<file path="src/rtl/shiftreg_credit_rx.sv">
// Receive end of a credit-gated shift-register delay line.
// Buffers arriving beats in a FIFO and owns the credits that gate launches.
//
// Ports:
//   clk_i, rst_i    clock (rising edge) and synchronous active-high reset
//   launch_i        sender launches one beat into the delay line this cycle
//   launch_ready_o  at least one credit is available
//   valid_i/data_i  beat arriving from the delay-line output (no backpressure)
//   valid_o/data_o  FIFO head, popped when valid_o && ready_i
//   ready_i         downstream accepts the head
//   credits_o       current credit count
//   err_overflow_o  sticky: beat arrived into a full FIFO with no pop
//   err_launch_o    sticky: launch attempted with no credit
module shiftreg_credit_rx #(
    parameter int Depth      = 4,
    parameter int DataWidth  = 32,
    parameter int NumCredits = 5
) (
    input  logic                             clk_i,
    input  logic                             rst_i,
    input  logic                             launch_i,
    output logic                             launch_ready_o,
    input  logic                             valid_i,
    input  logic [DataWidth-1:0]             data_i,
    output logic                             valid_o,
    input  logic                             ready_i,
    output logic [DataWidth-1:0]             data_o,
    output logic [$clog2(NumCredits+1)-1:0]  credits_o,
    output logic                             err_overflow_o,
    output logic                             err_launch_o
);

    localparam int CW = $clog2(NumCredits + 1);
    localparam int PW = (NumCredits > 1) ? $clog2(NumCredits) : 1;
    localparam logic [CW-1:0] MaxCred = CW'(NumCredits);
    localparam logic [PW-1:0] LastPtr = PW'(NumCredits - 1);

    if (NumCredits < 1 || Depth < 1) begin : g_bad_cfg
        $error("shiftreg_credit_rx: NumCredits and Depth must be >= 1");
    end

    logic [DataWidth-1:0] r_mem [NumCredits];
    logic [PW-1:0]        r_wr;
    logic [PW-1:0]        r_rd;
    logic [CW-1:0]        r_count;
    logic [CW-1:0]        r_credit;
    logic                 r_err_ovf;
    logic                 r_err_launch;

    logic                 w_full;
    logic                 w_pop;
    logic                 w_push;
    logic                 w_drop;
    logic                 w_launch_ok;
    logic                 w_launch_bad;
    logic                 w_credit_ret;
    logic [PW-1:0]        w_wr_nxt;
    logic [PW-1:0]        w_rd_nxt;

    assign w_full       = (r_count == MaxCred);
    assign valid_o      = (r_count != '0);
    assign w_pop        = valid_o && ready_i;
    // A pop in the same cycle frees the slot, so a full FIFO still accepts.
    assign w_push       = valid_i && (!w_full || w_pop);
    assign w_drop       = valid_i && w_full && !w_pop;
    assign w_launch_ok  = launch_i && (r_credit != '0);
    assign w_launch_bad = launch_i && (r_credit == '0);
    // Returned credits saturate so illegal traffic cannot wrap the counter.
    assign w_credit_ret = w_pop && (r_credit != MaxCred);

    // Pointers wrap explicitly so non-power-of-2 depths work.
    assign w_wr_nxt = (r_wr == LastPtr) ? '0 : r_wr + PW'(1);
    assign w_rd_nxt = (r_rd == LastPtr) ? '0 : r_rd + PW'(1);

    assign data_o         = r_mem[r_rd];
    assign launch_ready_o = (r_credit != '0);
    assign credits_o      = r_credit;
    assign err_overflow_o = r_err_ovf;
    assign err_launch_o   = r_err_launch;

    // Storage is not reset; valid_o masks stale entries.
    always_ff @(posedge clk_i) begin
        if (!rst_i && w_push) begin
            r_mem[r_wr] <= data_i;
        end
    end

    always_ff @(posedge clk_i) begin
        if (rst_i) begin
            r_wr    <= '0;
            r_rd    <= '0;
            r_count <= '0;
        end else begin
            if (w_push) begin
                r_wr <= w_wr_nxt;
            end
            if (w_pop) begin
                r_rd <= w_rd_nxt;
            end
            if (w_push && !w_pop) begin
                r_count <= r_count + CW'(1);
            end else if (w_pop && !w_push) begin
                r_count <= r_count - CW'(1);
            end
        end
    end

    always_ff @(posedge clk_i) begin
        if (rst_i) begin
            r_credit <= MaxCred;
        end else if (w_launch_ok && !w_pop) begin
            r_credit <= r_credit - CW'(1);
        end else if (w_credit_ret && !w_launch_ok) begin
            r_credit <= r_credit + CW'(1);
        end
    end

    always_ff @(posedge clk_i) begin
        if (rst_i) begin
            r_err_ovf    <= 1'b0;
            r_err_launch <= 1'b0;
        end else begin
            if (w_drop) begin
                r_err_ovf <= 1'b1;
            end
            if (w_launch_bad) begin
                r_err_launch <= 1'b1;
            end
        end
    end

endmodule
</file>
<file path="config.mk">
export PLATFORM = sky130hd
export DESIGN_NAME = shiftreg_credit_rx
export DESIGN_NICKNAME = d
export VERILOG_FILES = /design/src/rtl/shiftreg_credit_rx.sv
export SDC_FILE = /design/constraint.sdc
export NUM_CORES = 1
export LEC_CHECK = 0
export ABC_CLOCK_PERIOD_IN_PS = 7860
export CELL_PAD_IN_SITES_DETAIL_PLACEMENT = 0
export CELL_PAD_IN_SITES_GLOBAL_PLACEMENT = 1
export CORE_MARGIN = 2
export CORE_UTILIZATION = 52
export CTS_CLUSTER_DIAMETER = 40
export DETAILED_ROUTE_END_ITERATION = 8
export GPL_ROUTABILITY_DRIVEN = 0
export GPL_TIMING_DRIVEN = 1
export PLACE_DENSITY_LB_ADDON = 0.1
export REMOVE_ABC_BUFFERS = 1
export SYNTH_ARGS = -nofsm -noshare
export SYNTH_HDL_FRONTEND = slang
export SYNTH_SLANG_ARGS = --single-unit
</file>
<file path="constraint.sdc">
create_clock -name clk_i -period 7.86 [get_ports clk_i]
set_input_delay 0.786 -clock clk_i [delete_from_list [all_inputs] [get_ports clk_i]]
set_output_delay 0.786 -clock clk_i [all_outputs]
set_load 0.1 [all_outputs]
</file>
# Word-level counts from Yosys, hierarchy flattened
# Memories as Yosys holds them, arrays and structs flattened. A register that Yosys moved wholly into a read port is not among the register bits.
# Cells that the tools add are included.
dict set report op_classes {
  add_sub_neg 6
  eq_ne 4
  mux 10
  n_reduce_logical 23
}
# operator count
set ops {}
lappend ops {{two-way mux 3 bit} 8}
lappend ops {{adder 3 x 1 -> 3 bit (second input constant)} 4}
lappend ops {{logical AND 1 bit} 12}
lappend ops {{== test 3 bit (second input constant)} 3}
lappend ops {{nonzero test 3 bit} 2}
lappend ops {{subtractor 3 x 1 -> 3 bit (second input constant)} 2}
lappend ops {{logical NOT 1 bit} 5}
lappend ops {{nonzero test 2 bit} 2}
lappend ops {{logical NOT 3 bit} 1}
lappend ops {{!= test 3 bit (second input constant)} 1}
lappend ops {{two-way mux 1 bit} 2}
lappend ops {{logical OR 1 bit} 1}
dict set report word_totals {
  ff_bits 14
  mem_bits_rw 160
  output_inout_bits 39
  elab_cells 50
  n_memories 1
}
# name depth word_bits rd rd_clocked_by_memory_dff wr line
set mem_list {}
lappend mem_list {r_mem 5 32 1 1 1 42} ;# logic [DataWidth-1:0] r_mem [NumCredits];

# Logic depth before layout (Yosys ltp)
dict set report logic_depth {
  word_depth 8
  ltp_mapped 9
  mapped_depth_nobuf 9
}

# Worst setup path after synthesis
# OpenSTA, ideal clock, no wires.
dict set report synth_timing {
  kind {in2reg}
  from {in valid_i}
  to {mem r_mem[2][0] (enable)}
  arrival_time_ns 4.426
  setup_slack_ns 2.921
  cell_stages 3
  path_buffers 0
  cell_sequence {o31ai_2 nor2_1 nor4b_1}
}
dict set report synth_via {
  elab_chain_len 4
}
# element line
set synth_lines {}
lappend synth_lines {{start, declared} 23} ;# input logic valid_i,
lappend synth_lines {{logical AND 1 bit} 64} ;# assign w_push = valid_i && (!w_full || w_pop);
lappend synth_lines {{logical AND 1 bit} 83} ;# if (!rst_i && w_push) begin
lappend synth_lines {{two-way mux 1 bit} 83}
lappend synth_lines {{two-way mux 1 bit (implied by the code)} 84} ;# r_mem[r_wr] <= data_i;
lappend synth_lines {{end, declared} 42}
# Every way passes these cells.

==> reports/results.ini <==
[die]
die_w_um = 118
core-area_um2 = 12700
fp-row-count = 41
start_util_pct = 53.6
die_area_um2 = 14000
die_h_um = 118
io_pins = 76

[critical_path]
crit_path_end_kind = output pin
cp.arrival_ns = 3.25
cp_slowest_cell = clkdlybuf4s50_1
crit_type = reg -> out
path_cells = buf_4 -> mux4_2 -> mux2_2 -> clkdlybuf4s50_1
critPathMaxFanout = 26
cpPeakStageDelay_ns = 0.98
startpoint_type = register
crit_required_ns = 7.07

[yosys]
yosys_warnings = 0
synth_largest_area_cell = edfxtp_1
syn-instance-count = 332
post_synth.cell_area_avg_um2 = 20.5
synth_cell_types = 34
syn-cell-area_um2 = 6820
synth_top_area_share_pct = 70.5
ys_ff_latch = 177
ys_seq_area_share_pct = 75.5
synth.area.top_cells = edfxtp_1 (70%), mux4_2 (11%), mux2_2 (5.3%)

[placed_design]
dp_hpwl_mm = 6.63
io_buffers = 75
pre_cts_slack_ns = 4.19
place_inst = 571

[detailed_routing]
via_per_inst = 5.41
drc = 0
vias = 3264
wl_per_cell_um = 19.1
wl_mm = 11.5
drtIter0Drc = 247
drt_pass1_iterations = 4
ant_nets = 0

[sta]
slew_violations = 0
min_period_over_period_pct = 51.4
layout_min_cycle_time_ns = 4.04
tightest_slew_ns = 0.984
finalSetupViolCount = 0
grt_setup_unrepaired = no
max-slew-margin-rel_pct = 34.2
fin_skew_ns = 0.00799
setup_ws_ns = 3.82
tns_ns = 0
max_freq_mhz = 248
finalHoldViolCount = 0

[final_layout]
fillers = 910
register_area_um2 = 5150
area_growth_pct = 23.9
fin_nets = 462
drive_gt1_share_pct = 27.4
antenna_cells = 0
layoutNonFillerInstCount = 603
multi_input_area_um2 = 1590

[power]
pwr-share-clk_pct = 30.7
p_comb_share_pct = 31.8
power.share.sequential_pct = 37.5
p_total_uw = 2960
power.net_switching_uw = 1030
power_density_nw_per_um2 = 351
ir_worst_vdd_mv = 0.243
p_sw_share_pct = 34.7
internal_power_uw = 1930
leakage_uw = 0.00273

[global_route]
grt_pass1_wl_mm = 18.5
grt_pass1_vias = 3499
track_usage_pct = 17.8
grt_overflow = 0
grt_max_degree = 33
antenna_found_initial = 0

[clock_network]
cts_tree = built
clk_pin_slew_ns = 0.06
post_cts_buffers = 0
ctsResizeCount = 0
cts_max_path_buffers = 2
root_buffer = clkbuf_16
numClockSinks = 177
clkLatencyLatePin_ns = 0.42
htreeDepth = 4
numCtsBuffers = 17
hold_buffers = 0

[run]
maxCapViolCount = 0

[status]
status = complete, no violations

[min_path]
hold_path_class = reg -> reg

==> layout by cell type (no fill, tap or decap), drive strengths merged, types with 5 or more instances in the layout <==
master | netlist | routed
edfxtp | 160 | 160
clkdlybuf4s50 | 0 | 75
mux2 | 33 | 33
mux4 | 32 | 32
clkbuf | 7 | 17
dfxtp | 17 | 17
nor2 | 15 | 15
inv | 11 | 13
a21oi | 8 | 8
o21ai | 5 | 5
ha | 5 | 5
bufinv | 0 | 5
buf | 6 | 5
==> power by group through the flow <==
| stage | sequential [µW] | clock, µW | combinational (µW) |
|---|---|---|---|
| floorplan | 1190 | 0 | 681 |
| CTS | 1110 | 923 | 952 |
| detailed placement | 1130 | 0 | 947 |
| finish | 1110 | 909 | 941 |
| global placement | 1130 | 0 | 942 |
| global route | 1120 | 962 | 986 |
==> metal layers <==
metal  GRT usage, %  part of all wire [%]
met1           22.8                    45
met2           29.9                    50
met3           4.83                   3.4
met4           5.58                   1.2
met5              0                     0
==> final timing paths <==
path                                from                     endpoint  slack (ns)  cells after the start
max reg2reg      r_count[0]$_SDFFE_PP0P_      r_count[2]$_SDFFE_PP0P_        5.42                      9
max                             register                    data_o[3]        3.82                      4
min reg2reg  err_overflow_o$_SDFFE_PP0P_  err_overflow_o$_SDFFE_PP0P_        0.48                      2
min          err_overflow_o$_SDFFE_PP0P_  err_overflow_o$_SDFFE_PP0P_        0.48                      2
==> logic make-up (layout without fill, tap and decap cells) <==
kind of cell,after synthesis,count (layout),share of synthesized area (%)
compound gates,18,18,1.69
fa+ha+maj,7,7,1.51
mux,69,69,16.7
simple gates,35,35,2.83
buf+inv,24,123,1.56
xor+xnor,2,2,0.257
flops,177,177,75.5
==> critical path: cells and delay by family, from the launching register on <==
family   cells  cell delay [ns]
buf+inv      2             1.49
flops        1             0.46
mux          2             0.86
==> cell type report <==
| cell class | instances | area share (%) |
|---|---|---|
| Sequential cell | 177 | 61.0 |
| Multi-Input combinational cell | 131 | 18.8 |
| Timing Repair Buffer | 80 | 9.34 |
| Clock buffer | 17 | 5.04 |
| Clock inverter | 15 | 2.76 |
| Tap cell | 172 | 2.55 |
| Inverter | 11 | 0.548 |
==> sequential cells by signal, indices dropped and copies added, names as in the netlist, named ones only <==
name            flops
r_mem             160
r_wr                3
credits_o           3
r_count             3
err_launch_o        1
r_rd                3
err_overflow_o      1
==> metrics by stage <==
| step | utilization [%] | instance area (µm²) | hold WS [ns] |
|---|---|---|---|
| final | 66.4 | 8440 | 0.479 |
| after floorplan | - | 6760 | 0.460 |
| after global routing | 66.4 | 8440 | 0.529 |
| after global placement | 61.2 | 7780 | 0.457 |
| after detailed placement | 61.2 | 7780 | 0.458 |
| after CTS | 66.4 | 8440 | 0.482 |
==> Yosys cell counts, drive strengths merged <==
master  count
a32oi       1
xor2        2
nand3b      1
fa          2
ha          5
edfxtp    160
clkbuf      7
mux4       32
or3         2
mux2       33
nand2       4
a21oi       8
inv        11
and3        2
nor3        3
a211oi      1
mux2i       4
o31ai       1
buf         6
and2        2
or3b        1
a211o       1
dfxtp      17
nor4b       3
o21ai       5
a31oi       1
nor2b       2
nor2       15
(Power assumes the default switching activity.)
==> RTL edit 1, RTL diff (same flow settings) <==
Set the parameter `DataWidth` to 16 (it was 32).
--- a/src/rtl/shiftreg_credit_rx.sv
+++ b/src/rtl/shiftreg_credit_rx.sv
@@ -13,7 +13,7 @@
 //   err_launch_o    sticky: launch attempted with no credit
 module shiftreg_credit_rx #(
     parameter int Depth      = 4,
-    parameter int DataWidth  = 32,
+    parameter int DataWidth  = 16,
     parameter int NumCredits = 5
 ) (
     input  logic                             clk_i,
Ports: changed (resized data_i and data_o); port bits go from 76 to 44. No check against the original RTL was run, so the function may have changed too.
==> RTL edit 1 against the unedited design <==
  * Sequential cell count down 80
  * Design area decreased by 45%
  * Total power fell by 50%
  * Clock skew increased by 0.0014 ns
  * Critical path depth did not move
  * Routed wire length fell by 45%
  * Register-to-register slack improved by 0.06 ns
  * Non-clock buffer count is 32 lower
  * Worst setup slack gained 0.23 ns
  * Area after synthesis down 44%
  * Count of clock-buffer cells in the layout shrank 8
  * Critical path type unchanged
  * Largest power group unchanged
  * Highest routed layer unchanged
==> RTL edit 1: results (changes against the unedited design) <==
[power]
p_leak_nw = 1.53  ; was 2.73 nW
vdd_ir_drop_max_mv = 0.226  ; was 0.243 mV

[worst_setup_path]
arrival_ns = 3.03  ; was 3.25 ns
ff2ff_path_depth = 9  ; unchanged
slowest_stage = clkdlybuf4s50_1  ; unchanged
max_stage_delay_ns = 0.97
start_kind = register  ; unchanged
r2r_end = r_count[2]$_SDFFE_PP0P_  ; unchanged
crit_family = buffers and inverters  ; unchanged
reg2reg_slack_ns = 5.48  ; was 5.42 ns
crit_path_max_fanout = 11  ; was 26
reg2reg_from = r_count[0]$_SDFFE_PP0P_  ; unchanged

[synthesis]
synth_mux_area_share_pct = 15.5  ; was 16.7%
syn_inst = 215  ; was 332
yosysWarnings = 0  ; unchanged
synth_commonest_cells = edfxtp_1 (80), dfxtp_1 (17), mux2_2 (16), mux4_2 (16), nor2_1 (15)  ; was edfxtp_1 (160), mux2_2 (32), mux4_2 (32)
async_reset_ff_share_pct = 0  ; unchanged
synth_flop_cell = edfxtp_1  ; unchanged
netlist_top_cells_area = edfxtp_1 (62%), mux4_2 (9.4%), dfxtp_1 (8.9%), mux2_2 (4.7%), ha_1 (1.6%)  ; was edfxtp_1 (70%), mux4_2 (11%), mux2_2 (5.3%), dfxtp_1 (5.0%), ha_1 (0.92%)
synth_area_per_cell_sq_um = 17.9  ; was 20.5 sq um
synth_seq_area_share_pct = 71.3  ; was 75.5%
synth-xor-area-share_pct = 0.456  ; was 0.257%
synth_compound_area_share_pct = 2.99  ; was 1.69%
synth_edf_count = 80  ; was 160
synth_adder_area_share_pct = 2.67  ; was 1.51%

[finish]
finalInstanceArea_sq_um = 4610  ; was 8440 sq um
largest-register = r_mem  ; unchanged
instances_no_fill = 370  ; was 603
num-fill-cells = 552  ; was 910
largest_register_ffs = 80  ; was 160
drive_above_1_share_pct = 24.0  ; was 27.4%
diodes = 0  ; unchanged
fin_nets = 294  ; was 462

[clock_tree]
cts_buffers = 9  ; was 17
ctsResizeCount = 0  ; unchanged
htreeDepth = 3  ; was 4
clkTransAtPathRegs_ns = 0.09  ; was 0.06 ns
clock_path_buffers = 2  ; unchanged
cts-root-buf = clkbuf_8  ; was clkbuf_16
insertion_delay_ns = 0.35  ; was 0.42 ns

[grt]
grt_use_total_pct = 16.4  ; was 17.8%
grt_pass1_wl_mm = 10.1  ; was 18.5 mm
grt_pass1_vias = 2007  ; was 3499
grt_max_degree = 21  ; was 33

[route]
drt-initial-drc-count = 82  ; was 247
wl_per_cell_um = 17.1  ; was 19.1 um
via_per_inst = 5.30  ; was 5.41
firstDrtPassIters = 5  ; was 4

[hold_path]
holdPathEnd = err_overflow_o$_SDFFE_PP0P_  ; unchanged
min_from = err_overflow_o$_SDFFE_PP0P_  ; unchanged

[placement]
place_inst = 354  ; was 571
placed_area_sq_um = 4420  ; was 7780 sq um
hpwl_mm = 3.86  ; was 6.63 mm
port_buffers = 43  ; was 75

[sta]
relSlewSlack_pct = 34.4  ; was 34.2%
skew_ns = 0.00934  ; was 0.00799 ns

[outcome]
outcome = finished, final reports clean  ; unchanged

[RTL edit 1: changes by cell type after synthesis]
| cell | unedited run | this run |
|---|---|---|
| buf_4 | 3 | 0 |
| mux2_2 | 32 | 16 |
| mux4_2 | 32 | 16 |
| edfxtp_1 | 160 | 80 |
| clkbuf_1 | 7 | 3 |
| buf_2 | 0 | 2 |
[RTL edit 1: stage by stage]
stage | setup slack, ns | total power [mW] | hold slack, ns
after floorplan | 4.63 | 1.08 | 0.460
after global placement | 4.40 | 1.20 | 0.456
after detailed placement | 4.39 | 1.20 | 0.463
after CTS | 4.00 | 1.50 | 0.487
after global routing | 3.88 | 1.55 | 0.519
final | 4.05 | 1.49 | 0.481
[RTL edit 1: area by class of cell]
cell class,instances,area share (%)
clock buffers,9,2.69
clock inverters,7,1.36
inverters,11,1.00
multi-input cells,99,22.6
flip-flops and latches,97,59.5
well taps,99,2.69
repair buffers,48,10.2
[RTL edit 1: routing by layer]
metal  share of wire [%]  GRT usage, %  up-vias
met5                   0             0        -
met3                 4.1          3.27        6
met1                  44          20.1      971
li1                    -             -      937
met2                  51          28.5       46
met4                 1.1          6.92        0
[RTL edit 1: power breakdown]
group	internal, mW	leakage, nW	switching, mW
clock network	0.122	0.0976	0.176
logic	0.184	0.566	0.383
registers	0.586	0.864	0.0351
[RTL edit 1: worst max-delay path by stage]
stage	slack [ns]	end
finish	4.05	data_o[15]
detailed placement	4.39	data_o[15]
floorplan	4.63	r_mem[1][0]$_DFFE_PP_
global route	3.88	data_o[15]
CTS	4.00	data_o[15]
global placement	4.40	data_o[15]
==> RTL edit 2, RTL diff (config.mk and constraints unchanged) <==
Without the edit above. Reset style: asynchronous (`rst_i`), changed in 3 clocked blocks. Comments in the files are not updated.
--- a/src/rtl/shiftreg_credit_rx.sv
+++ b/src/rtl/shiftreg_credit_rx.sv
@@ -85,7 +85,7 @@
         end
     end
 
-    always_ff @(posedge clk_i) begin
+    always_ff @(posedge clk_i or posedge rst_i) begin
         if (rst_i) begin
             r_wr    <= '0;
             r_rd    <= '0;
@@ -105,7 +105,7 @@
         end
     end
 
-    always_ff @(posedge clk_i) begin
+    always_ff @(posedge clk_i or posedge rst_i) begin
         if (rst_i) begin
             r_credit <= MaxCred;
         end else if (w_launch_ok && !w_pop) begin
@@ -115,7 +115,7 @@
         end
     end
 
-    always_ff @(posedge clk_i) begin
+    always_ff @(posedge clk_i or posedge rst_i) begin
         if (rst_i) begin
             r_err_ovf    <= 1'b0;
             r_err_launch <= 1'b0;
Function: differs if rst_i is asserted again (counterexample within 4 cycles, from zero or initial values and one cycle with rst_i high); with rst_i held inactive, the same outputs for 4 cycles.
==> RTL edit 2 against the unedited design <==
  * Sequential cell count is 3 lower
  * Worst setup slack got worse by 0.087 ns
  * Area after synthesis grew 1.2%
  * Design area grew 0.34%
  * Register-to-register slack improved by 0.07 ns
  * Routed wire length rose by 2.2%
Power is left out: the tool's default activity adds up to more than one toggle a clock period on the data nets, which glitch-free logic cannot reach.
==> RTL edit 2: results (changes against the unedited design) <==
[outcome]
outcome = finished, final reports clean  ; unchanged

[placement]
hpwl_mm = 6.98  ; was 6.63 mm
place_inst = 573  ; was 571
placed_area_sq_um = 7870  ; was 7780 sq um
dp_slack_ns = 4.12  ; was 4.19 ns

[worst_setup_path]
r2r_end = credits_o[2]$_DFFE_PP1P_  ; was r_count[2]$_SDFFE_PP0P_
ff2ff_path_depth = 6  ; was 9
arrival_ns = 3.34  ; was 3.25 ns
reg2reg_from = r_count[0]$_DFFE_PP0P_  ; was r_count[0]$_SDFFE_PP0P_
worstSetupEndpoint = data_o[1]  ; was data_o[3]
crit_path_max_fanout = 25  ; was 26
crit_path_start = r_rd[0]$_DFFE_PP0N_

[route]
via_per_inst = 5.37  ; was 5.41
wl_per_cell_um = 19.5  ; was 19.1 um
routed_wl_mm = 11.8  ; was 11.5 mm
wl_met3_um = 437  ; was 392 um
wl_met2_mm = 5.92  ; was 5.81 mm
wl_met1_mm = 5.28  ; was 5.20 mm

[synthesis]
synth_cell_types = 40  ; was 34
synth_seq_area_share_pct = 74.8  ; was 75.5%
synth_edf_count = 160  ; unchanged
async_reset_ff_share_pct = 8.05  ; was 0%
synth_commonest_cells = edfxtp_1 (160), mux2_2 (35), mux4_2 (28)  ; was edfxtp_1 (160), mux2_2 (32), mux4_2 (32)
netlist_top_cells_area = edfxtp_1 (70%), mux4_2 (9.1%), mux2_2 (5.7%), dfrtp_1 (4.4%), mux4_1 (1.5%)  ; was edfxtp_1 (70%), mux4_2 (11%), mux2_2 (5.3%), dfxtp_1 (5.0%), ha_1 (0.92%)
synth_top_area_share_pct = 69.7  ; was 70.5%

[finish]
fin_nets = 460  ; was 462
drive_above_1_share_pct = 27.0  ; was 27.4%
largest-register = r_mem  ; unchanged
num-fill-cells = 907  ; was 910

[grt]
grt_pass1_wl_mm = 18.8  ; was 18.5 mm
met3_usage_pct = 5.22  ; was 4.83%
grt_pass1_vias = 3503  ; was 3499
groute.layer.met1.usage_pct = 23.5  ; was 22.8%
grtUsageMet2_pct = 29.6  ; was 29.9%
grt_use_total_pct = 18.1  ; was 17.8%
grt_max_degree = 36  ; was 33

[hold_path]
hp-class = reg -> reg  ; unchanged
min_from = err_overflow_o$_DFFE_PP0P_  ; was err_overflow_o$_SDFFE_PP0P_
holdPathEnd = err_overflow_o$_DFFE_PP0P_  ; was err_overflow_o$_SDFFE_PP0P_
holdPathStages = 1  ; was 2

[sta]
fin_hold_ws_ns = 0.460  ; was 0.479 ns
period_minus_slack_ns = 4.13  ; was 4.04 ns
relSlewSlack_pct = 34.4  ; was 34.2%

[clock_tree]
clock_path_buffers = 2  ; unchanged

RTL edit 2: cell count changes after synthesis, moves of 4 or more:
cell,unedited run,this run
a21oi_1,8,4
buf_2,0,6
dfrtp_1,0,12
dfxtp_1,17,0
mux2i_1,4,0
mux4_1,0,4
mux4_2,32,28
nor2_1,15,3
RTL edit 2: layout make-up:
type,instances,area [sq um],area share (%)
tap,176,220,2.60
clock inverter,12,169,1.99
inverter,11,41.3,0.487
timing repair buffer,86,833,9.84
clock buffer,20,437,5.16
sequential,174,5160,60.9
multi-input combinational,126,1610,19.0
RTL edit 2: logic make-up after synthesis:
family                     Yosys count  share of synthesized area, %
AOI/OAI and AO/OA                   27                          2.74
and+or+nand+nor                     20                          1.72
adders and majority gates            7                          1.49
muxes                               67                          16.4
DFF                                174                          74.8
buffers and inverters               26                          2.27
xor gates and xnor gates             5                         0.635
